--- config.mk ---
export PLATFORM = sky130hd
export DESIGN_NAME = if_prefetch_stage_flat
export DESIGN_NICKNAME = d
export VERILOG_FILES = /design/src/rtl/arm_pkg.sv /design/src/rtl/if_prefetch_stage_if.sv /design/src/rtl/sync_fifo.sv /design/src/rtl/if_prefetch_stage.sv /design/src/flat_wrapper.sv
export SDC_FILE = /design/constraint.sdc
export NUM_CORES = 1
export LEC_CHECK = 0
export CORE_MARGIN = 2
export CORE_UTILIZATION = 50
export DETAILED_ROUTE_END_ITERATION = 12
export PLACE_DENSITY = 0.82
export SLEW_MARGIN = 20
export SYNTH_ARGS = -nofsm -noshare
export SYNTH_HDL_FRONTEND = slang
export SYNTH_HIERARCHICAL = 1
export SYNTH_SLANG_ARGS = --single-unit
--- constraint.sdc ---
create_clock -name clk -period 3.5 [get_ports clk]
set_input_delay 0.35 -clock clk [delete_from_list [all_inputs] [get_ports clk]]
set_output_delay 0.35 -clock clk [all_outputs]
set_load 0.1 [all_outputs]
--- src/rtl/arm_pkg.sv ---
// Shared ARM core definitions: datapath widths, the canonical NOP and the
// prefetch queue entry layout used by the fetch stage.
package arm_pkg;

   localparam int INSTR_W = 32;
   localparam int ADDR_W  = 32;

   // MOV R0,R0 -- harmless filler presented to decode when nothing is queued
   localparam logic [INSTR_W-1:0] NOP_INSTR = 32'hE1A0_0000;

   // One queued fetch: address of the instruction plus 4, and the word itself
   typedef struct packed {
      logic [ADDR_W-1:0]  pc;
      logic [INSTR_W-1:0] instr;
   } fetch_entry_t;

   // Sequential fetch address; wraps modulo 2^ADDR_W by construction
   function automatic logic [ADDR_W-1:0] next_pc(input logic [ADDR_W-1:0] addr);
      return addr + ADDR_W'(4);
   endfunction

endpackage

--- src/rtl/if_prefetch_stage_if.sv ---
// Instruction-memory fetch bus: single-cycle request/ready handshake with
// read data valid in the accepting cycle.
interface if_prefetch_stage_if;

   logic                       imem_req;
   logic [arm_pkg::ADDR_W-1:0]  imem_addr;
   logic                       imem_ready;
   logic [arm_pkg::INSTR_W-1:0] imem_rdata;

   modport master (output imem_req, imem_addr, input imem_ready, imem_rdata);
   modport slave  (input imem_req, imem_addr, output imem_ready, imem_rdata);

endinterface

--- src/rtl/sync_fifo.sv ---
// Synchronous FIFO with flush; head word is read combinationally.
// Pushes into a full queue and pops from an empty one are dropped.
module sync_fifo #(
   parameter int WIDTH = 64,
   parameter int DEPTH = 4
) (
   input  logic                   clk,
   input  logic                   rst,
   input  logic                   flush,
   input  logic                   push,
   input  logic                   pop,
   input  logic [WIDTH-1:0]       wdata,
   output logic [WIDTH-1:0]       rdata,
   output logic                   full,
   output logic                   empty,
   output logic [$clog2(DEPTH):0] count
);

   localparam int PTR_W = $clog2(DEPTH);
   localparam int CNT_W = PTR_W + 1;

   logic [WIDTH-1:0] mem [DEPTH];
   logic [PTR_W-1:0] wr_ptr;
   logic [PTR_W-1:0] rd_ptr;
   logic             push_ok;
   logic             pop_ok;

   assign full    = (count == CNT_W'(DEPTH));
   assign empty   = (count == '0);
   assign push_ok = push && !full;
   assign pop_ok  = pop && !empty;
   assign rdata   = mem[rd_ptr];

   // Pointer and occupancy tracking; reset and flush both drop every entry
   always_ff @(posedge clk) begin
      if (rst || flush) begin
         wr_ptr <= '0;
         rd_ptr <= '0;
         count  <= '0;
      end else begin
         if (push_ok) wr_ptr <= wr_ptr + PTR_W'(1);
         if (pop_ok)  rd_ptr <= rd_ptr + PTR_W'(1);
         case ({push_ok, pop_ok})
            2'b10:   count <= count + CNT_W'(1);
            2'b01:   count <= count - CNT_W'(1);
            default: count <= count;
         endcase
      end
   end

   // Storage write; contents need no reset because the pointers gate visibility
   always_ff @(posedge clk) begin
      if (push_ok) mem[wr_ptr] <= wdata;
   end

endmodule

--- src/rtl/if_prefetch_stage.sv ---
// Instruction fetch / prefetch stage: owns the fetch PC, issues memory
// requests while the queue has room, and hands the queue head to decode.
// Optional feature macro: IF_PERF_CNT_EN adds the stall_cycles counter port.
module if_prefetch_stage
   import arm_pkg::*;
#(
   parameter int          DEPTH    = 4,
   parameter logic [31:0] RESET_PC = 32'h0000_0000
) (
   input  logic                clk,
   input  logic                rst,
   input  logic                freeze,
   input  logic                branch_taken,
   input  logic [ADDR_W-1:0]   branch_addr,
   if_prefetch_stage_if.master imem,
   output logic [INSTR_W-1:0]  instruction,
   output logic [ADDR_W-1:0]   pc_out,
   output logic                instr_valid
`ifdef IF_PERF_CNT_EN
   ,
   output logic [31:0]         stall_cycles
`endif
);

   localparam int CNT_W = $clog2(DEPTH) + 1;

   logic [ADDR_W-1:0] fetch_pc;
   fetch_entry_t      wr_entry;
   fetch_entry_t      head_entry;
   logic              fifo_full;
   logic              fifo_empty;
   logic [CNT_W-1:0]  fifo_count;
   logic              handshake;
   logic              fifo_push;
   logic              fifo_pop;

   // A redirect suppresses the request so nothing stale enters the queue
   assign imem.imem_req  = !rst && !branch_taken && (fifo_count < CNT_W'(DEPTH));
   assign imem.imem_addr = fetch_pc;
   assign handshake      = imem.imem_req && imem.imem_ready;
   assign fifo_push      = handshake && !fifo_full;

   assign instr_valid    = !rst && !fifo_empty;
   assign fifo_pop       = instr_valid && !freeze && !branch_taken;
   assign instruction    = instr_valid ? head_entry.instr : NOP_INSTR;
   assign pc_out         = instr_valid ? head_entry.pc    : '0;

   assign wr_entry.pc    = next_pc(fetch_pc);
   assign wr_entry.instr = imem.imem_rdata;

   sync_fifo #(
      .WIDTH ($bits(fetch_entry_t)),
      .DEPTH (DEPTH)
   ) u_queue (
      .clk   (clk),
      .rst   (rst),
      .flush (branch_taken),
      .push  (fifo_push),
      .pop   (fifo_pop),
      .wdata (wr_entry),
      .rdata (head_entry),
      .full  (fifo_full),
      .empty (fifo_empty),
      .count (fifo_count)
   );

   // Fetch PC: reset beats redirect, redirect beats sequential advance
   always_ff @(posedge clk) begin
      if (rst)               fetch_pc <= RESET_PC;
      else if (branch_taken) fetch_pc <= branch_addr;
      else if (handshake)    fetch_pc <= next_pc(fetch_pc);
   end

`ifdef IF_PERF_CNT_EN
   function automatic logic [31:0] sat_inc(input logic [31:0] v);
      return (v == '1) ? v : v + 32'd1;
   endfunction

   // Decode-stall counter: cycles where a valid head was held by freeze
   always_ff @(posedge clk) begin
      if (rst)                        stall_cycles <= '0;
      else if (instr_valid && freeze) stall_cycles <= sat_inc(stall_cycles);
   end
`endif

endmodule

--- src/flat_wrapper.sv ---
// flat-port wrapper written by rule: the top's interface ports become plain ports
module if_prefetch_stage_flat import arm_pkg::*;
#(
   parameter int          DEPTH    = 4,
   parameter logic [31:0] RESET_PC = 32'h0000_0000
)
  (clk, rst, freeze, branch_taken, branch_addr, instruction, pc_out, instr_valid, imem_imem_req, imem_imem_addr, imem_imem_ready, imem_imem_rdata);
  if_prefetch_stage_if imem_i ();
  input  logic clk;
  input  logic rst;
  input  logic freeze;
  input  logic branch_taken;
  input  logic [ADDR_W-1:0] branch_addr;
  output logic [INSTR_W-1:0] instruction;
  output logic [ADDR_W-1:0] pc_out;
  output logic instr_valid;
  output wire logic [$bits(imem_i.imem_req)-1:0] imem_imem_req;
  output wire logic [$bits(imem_i.imem_addr)-1:0] imem_imem_addr;
  input wire logic [$bits(imem_i.imem_ready)-1:0] imem_imem_ready;
  input wire logic [$bits(imem_i.imem_rdata)-1:0] imem_imem_rdata;
  assign imem_imem_req = imem_i.imem_req;
  assign imem_imem_addr = imem_i.imem_addr;
  assign imem_i.imem_ready = imem_imem_ready;
  assign imem_i.imem_rdata = imem_imem_rdata;
  if_prefetch_stage #(.DEPTH(DEPTH), .RESET_PC(RESET_PC)) u_core (.clk(clk), .rst(rst), .freeze(freeze), .branch_taken(branch_taken), .branch_addr(branch_addr), .imem(imem_i), .instruction(instruction), .pc_out(pc_out), .instr_valid(instr_valid));
endmodule
* Word-level counts from Yosys, hierarchy flattened *
Memories as Yosys holds them, arrays and structs flattened. A register that Yosys moved wholly into a read port is not among the register bits.
Cells that the tools add are included.

word-level totals
  flip-flop bits (word level) = 39
  memories kept = 1
  input bits = 69
  word-level logic and storage cells = 41
  bits in writable memories = 256
  output and inout port bits = 98

operators by class
  equality and inequality tests = 3
  add/subtract/negate cells = 5
  reduce and logical (&&, ||, !) cells = 18
  order comparisons = 1
  multiplexer cells = 9

memories
  name                words  bits a word  rd ports  clocked after Yosys merged registers in  wr ports  line             RTL
  u_core.u_queue.mem  4      64           1         1                                        1         sync_fifo.sv:22  logic [WIDTH-1:0] mem [DEPTH];

operators by type and width
  cell                                                                 number
  32-bit two-way mux                                                   4
  32-bit by 3-bit adder with 32-bit output (second input constant)     1
  1-bit logical AND                                                    9
  3-bit case mux with 2 select lines                                   1
  1-bit logical NOT                                                    5
  2-bit by 1-bit adder with 2-bit output (second input constant)       2
  2-bit two-way mux                                                    2
  2-bit nonzero test                                                   2
  3-bit by 1-bit adder with 3-bit output (second input constant)       1
  3-bit == test (second input constant)                                1
  3-bit logical NOT                                                    1
  3-bit < comparator (second input constant)                           1
  3-bit by 1-bit subtractor with 3-bit output (second input constant)  1
  2-bit by 1-bit == test with 1-bit output (second input constant)     1
  2-bit == test (second input constant)                                1
  1-bit two-way mux                                                    2
  1-bit logical OR                                                     1

* Longest topological paths before layout *
  depth in word-level cells = 8
  gate-level depth with buffers = 12
  depth with buffers taken out = 11

* By module *
The synthesis kept the hierarchy.

modules (own cells, without submodules)
  module             instances  cells an instance  sequential area each (sq um)  area an instance (sq um)
  sync_fifo          1          390                7867.5                        9699.3
  if_prefetch_stage  1          388                640.6                         2861.5

* Worst setup path before layout *
OpenSTA, ideal clock, no wires.

  path kind = input to register
  start point = in branch_taken
  end point = mem u_core.u_queue.mem[0][0], enable pin
  arrival time = 2.969 ns
  path slack = 0.102 ns
  data required time = 3.071 ns
  stages on the path = 3
  library setup time = 0.429 ns
  buffers on the path = 0
  cells stage by stage = or4b_2 -> nor2_1 -> and3_1

on the way
  word-level cells in the longest chain between the ends = 8

RTL lines
  what                                     line                     RTL
  from (decl)                              flat_wrapper.sv:12       input logic branch_taken;
  1-bit logical NOT                        if_prefetch_stage.sv:38  assign imem.imem_req = !rst && !branch_taken && (fifo_count < CNT_W'(DEPTH));
  1-bit logical AND (2 in a row)           if_prefetch_stage.sv:38
  1-bit logical AND                        if_prefetch_stage.sv:40  assign handshake = imem.imem_req && imem.imem_ready;
  1-bit logical AND                        if_prefetch_stage.sv:41  assign fifo_push = handshake && !fifo_full;
  via u_core.fifo_push                     if_prefetch_stage.sv:34  logic fifo_push;
  1-bit logical AND                        sync_fifo.sv:30          assign push_ok = push && !full;
  1-bit two-way mux                        sync_fifo.sv:53          if (push_ok) mem[wr_ptr] <= wdata;
  1-bit two-way mux (not written as such)  sync_fifo.sv:53
  to (decl)                                sync_fifo.sv:22

The timed path passes the listed nets, and every way through them passes these cells.

==> flow_summary.ini <==
[run_status]
status = complete, no violations

[final_layout]
synthToLayoutAreaGrowth_pct = 30.1
postLayoutCoreUtil = 0.657
antenna_cells = 0
fillers = 1634
drive_gt1_frac = 0.227
finalNonFillerCells = 1308
multi_input_area_sq_um = 3800
finalNetCount = 1032
mostFrequentLayoutCell = edfxtp_1
layout_common_cells = edfxtp_1 (256), clkdlybuf4s50_1 (99), buf_12 (69)
final-seq-area_sq_um = 8510

[synth]
synth_edf_count = 256
yosys_warnings = 6
ys_types = 63
synthCells = 778
synth.area.top_cells = edfxtp_1 (61%), mux4_2 (11%), dfxtp_1 (6.5%), and2_1 (3.0%), xnor2_1 (1.7%)
synth_area_leader_cell = edfxtp_1
postSynth.asyncResetShare = 0
syn_area_per_cell_sq_um = 16.1
synth.net_count = 854
ys_seq_area_frac = 0.677
synth_top_area_share = 0.612
synth_seq_cells = 297
synth_area_sq_um = 12600
synthFlopType = edfxtp_1

[die]
start_util = 0.505
boundaryPins = 167
fp-row-count = 58
core_area_sq_um = 24900
die_h_um = 162
fp.dieArea_sq_um = 26400
die_w_um = 162

[worst_setup_path]
path_cells = buf_4, mux4_2, and2_1, buf_12
worstSetupPathType = reg2out
end_kind = output port
r2r_cells = 11
start_kind = flip-flop
cp_max_fo = 24
crit_arrival_ns = 2.45
rr_startpoint = u_core/u_queue/count[2]
critPathBufInv = 2
crit_slowest_cell = dfxtp_4
worstReg2RegEnd = u_core/u_queue/count[2]
crit_path_max_incr_delay_ns = 0.66
cpLargestDelayFamily = flip-flops
ff2ff_setup_slack_ns = 0.89
required_ns = 3.15

[global_route]
grt_pass1_wl_um = 42200
grt_pass1_vias = 7472
antenna_found_initial = 0
overflow = 0
grt_max_degree = 45
track_usage = 0.209

[clock_tree]
cts_root_buf = clkbuf_16
ctsResizeCount = 0
clk-insertion-delay-late_ns = 0.53
post_cts_buffers = 0
cts_buffer_depth = 3
cts_made_buffers = 28
cts.sinks = 297
holdBufCountCts = 0
cts_tree = yes
clk_pin_slew_ns = 0.06
h-tree-depth = 1

[timing]
max_freq_mhz = 357
slew_headroom = 0.278
finalSetupViolCount = 0
final_hold_viol_count = 0
rsz0062_at_grt = false
fin_skew_ns = 0.0126
min_period_ns = 2.80
fin_tns_setup_ns = 0
setup_ws_ns = 0.698
hold_ws_ns = 0.390
finalMaxSlewViolations = 0
worst_slew_pin_slew_ns = 1.08
period_share = 0.801

[placed_design]
dp_hpwl_um = 18500
port-buffer-count = 166
dp_slack_ns = 0.422
gp_congestion = 0.832
place_inst = 1256

[power_and_ir_drop]
p_seq_frac = 0.513
power_frac_clock = 0.406
combinationalPowerShare = 0.082
leakagePower_nw = 5.33
power.switching_mw = 1.68
powerDensity_nw_per_um2 = 474
peakVddDrop_v = 0.000265
p_sw_frac = 0.218
p_int_mw = 6.06

[hold_path]
holdPathEnd = u_core/imem.imem_addr[2]
hold_depth = 3
hp-class = in2reg
hp-start = branch_addr[2]

[detailed_routing]
routed_wl_um = 27700
antenna_left = 0
via_count = 7673
drc_errors = 0
viasPerCell = 5.87
wl_per_cell_um = 21.2
drt_iter0_drc = 620
drt_pass1_iterations = 5

[flow_run]
drv_cap = 0
-- synthesized netlist by cell type, drive strengths merged (2+ instances only) --
library cell,number
o311ai,2
buf,28
xnor2,24
o31ai,4
nand2b,3
inv,12
nor4,9
dfxtp,41
and4,7
edfxtp,256
a31oi,3
a311o,3
xor2,15
a311oi,8
o211ai,2
nand4b,2
nand3,24
a21oi,8
a211oi,10
o21ai,10
nand4,19
nor2b,5
mux4,64
or4,2
and3,11
nand2,30
ha,6
o2111a,3
or3,13
nor2,37
nor3,14
or2,2
and2,61
clkbuf,20
mux2i,2
or4b,3
-- worst max-delay path by stage --
stage	slack, ns	startpoint	cells after the start	to
6_report	0.70	flip-flop	4	pc_out[25]
5_1_grt	0.53	flip-flop	4	pc_out[25]
4_1_cts	0.59	flip-flop	4	pc_out[25]
3_5_place_dp	0.42	rst	11	u_core/u_queue/count[2]
3_3_place_gp	0.48	branch_taken	11	u_core/u_queue/count[2]
2_1_floorplan	0.10	branch_taken	3	u_core/u_queue/mem[0][0]
-- layer usage --
metal  GRT usage  part of all wire  up-vias
met3      0.0369             0.086       60
met1       0.286              0.40     3830
met5           0                 0        -
li1            -                 -     3407
met2       0.344              0.49      376
met4      0.0676             0.031        0
-- worst min-delay path: cells and delay by family --
kind | cells | cell delay [ns]
buf+inv | 1 | 0.39
simple gates | 1 | 0.07
compound gates | 1 | 0.05
-- logic make-up after synthesis --
logic type      count (synthesis)  synth area share
compound gates                 61            0.0363
xor+xnor                       39            0.0272
fa+ha+maj                       7           0.00757
buf+inv                        61            0.0224
flops                         297             0.677
mux                            66             0.116
simple gates                  247             0.113
-- layout make-up --
cell class / instances / share of cell area
flip-flops and latches: 297 / 0.521
inverters: 13 / 0.00299
clock buffers: 42 / 0.0511
clock inverters: 10 / 0.00926
repair buffers: 196 / 0.158
well taps: 330 / 0.0253
multi-input cells: 420 / 0.232
-- per-stage QoR --
stage	instance area [sq um]	power [mW]
3_3_place_gp	15400	4.66
6_report	16300	7.74
3_5_place_dp	15400	4.67
2_1_floorplan	12600	4.41
4_1_cts	16300	7.80
5_1_grt	16300	7.96
-- power by group through the flow --
stage               Sequential (mW)  Combinational (mW)  Clock, mW
CTS                            3.97               0.632       3.20
floorplan                      4.19               0.225          0
detailed placement             4.04               0.628          0
global placement               4.04               0.619          0
global route                   3.97               0.660       3.32
finish                         3.97               0.632       3.14
-- state kept, by name, indices dropped and copies added, names as in the netlist, named ones only --
name	cells
u_core/u_queue/mem	256
u_core/imem.imem_addr	32
u_core/u_queue/count	3
u_core/u_queue/rd_ptr	2
u_core/u_queue/wr_ptr	2
Power figures use the tool's default switching activity.
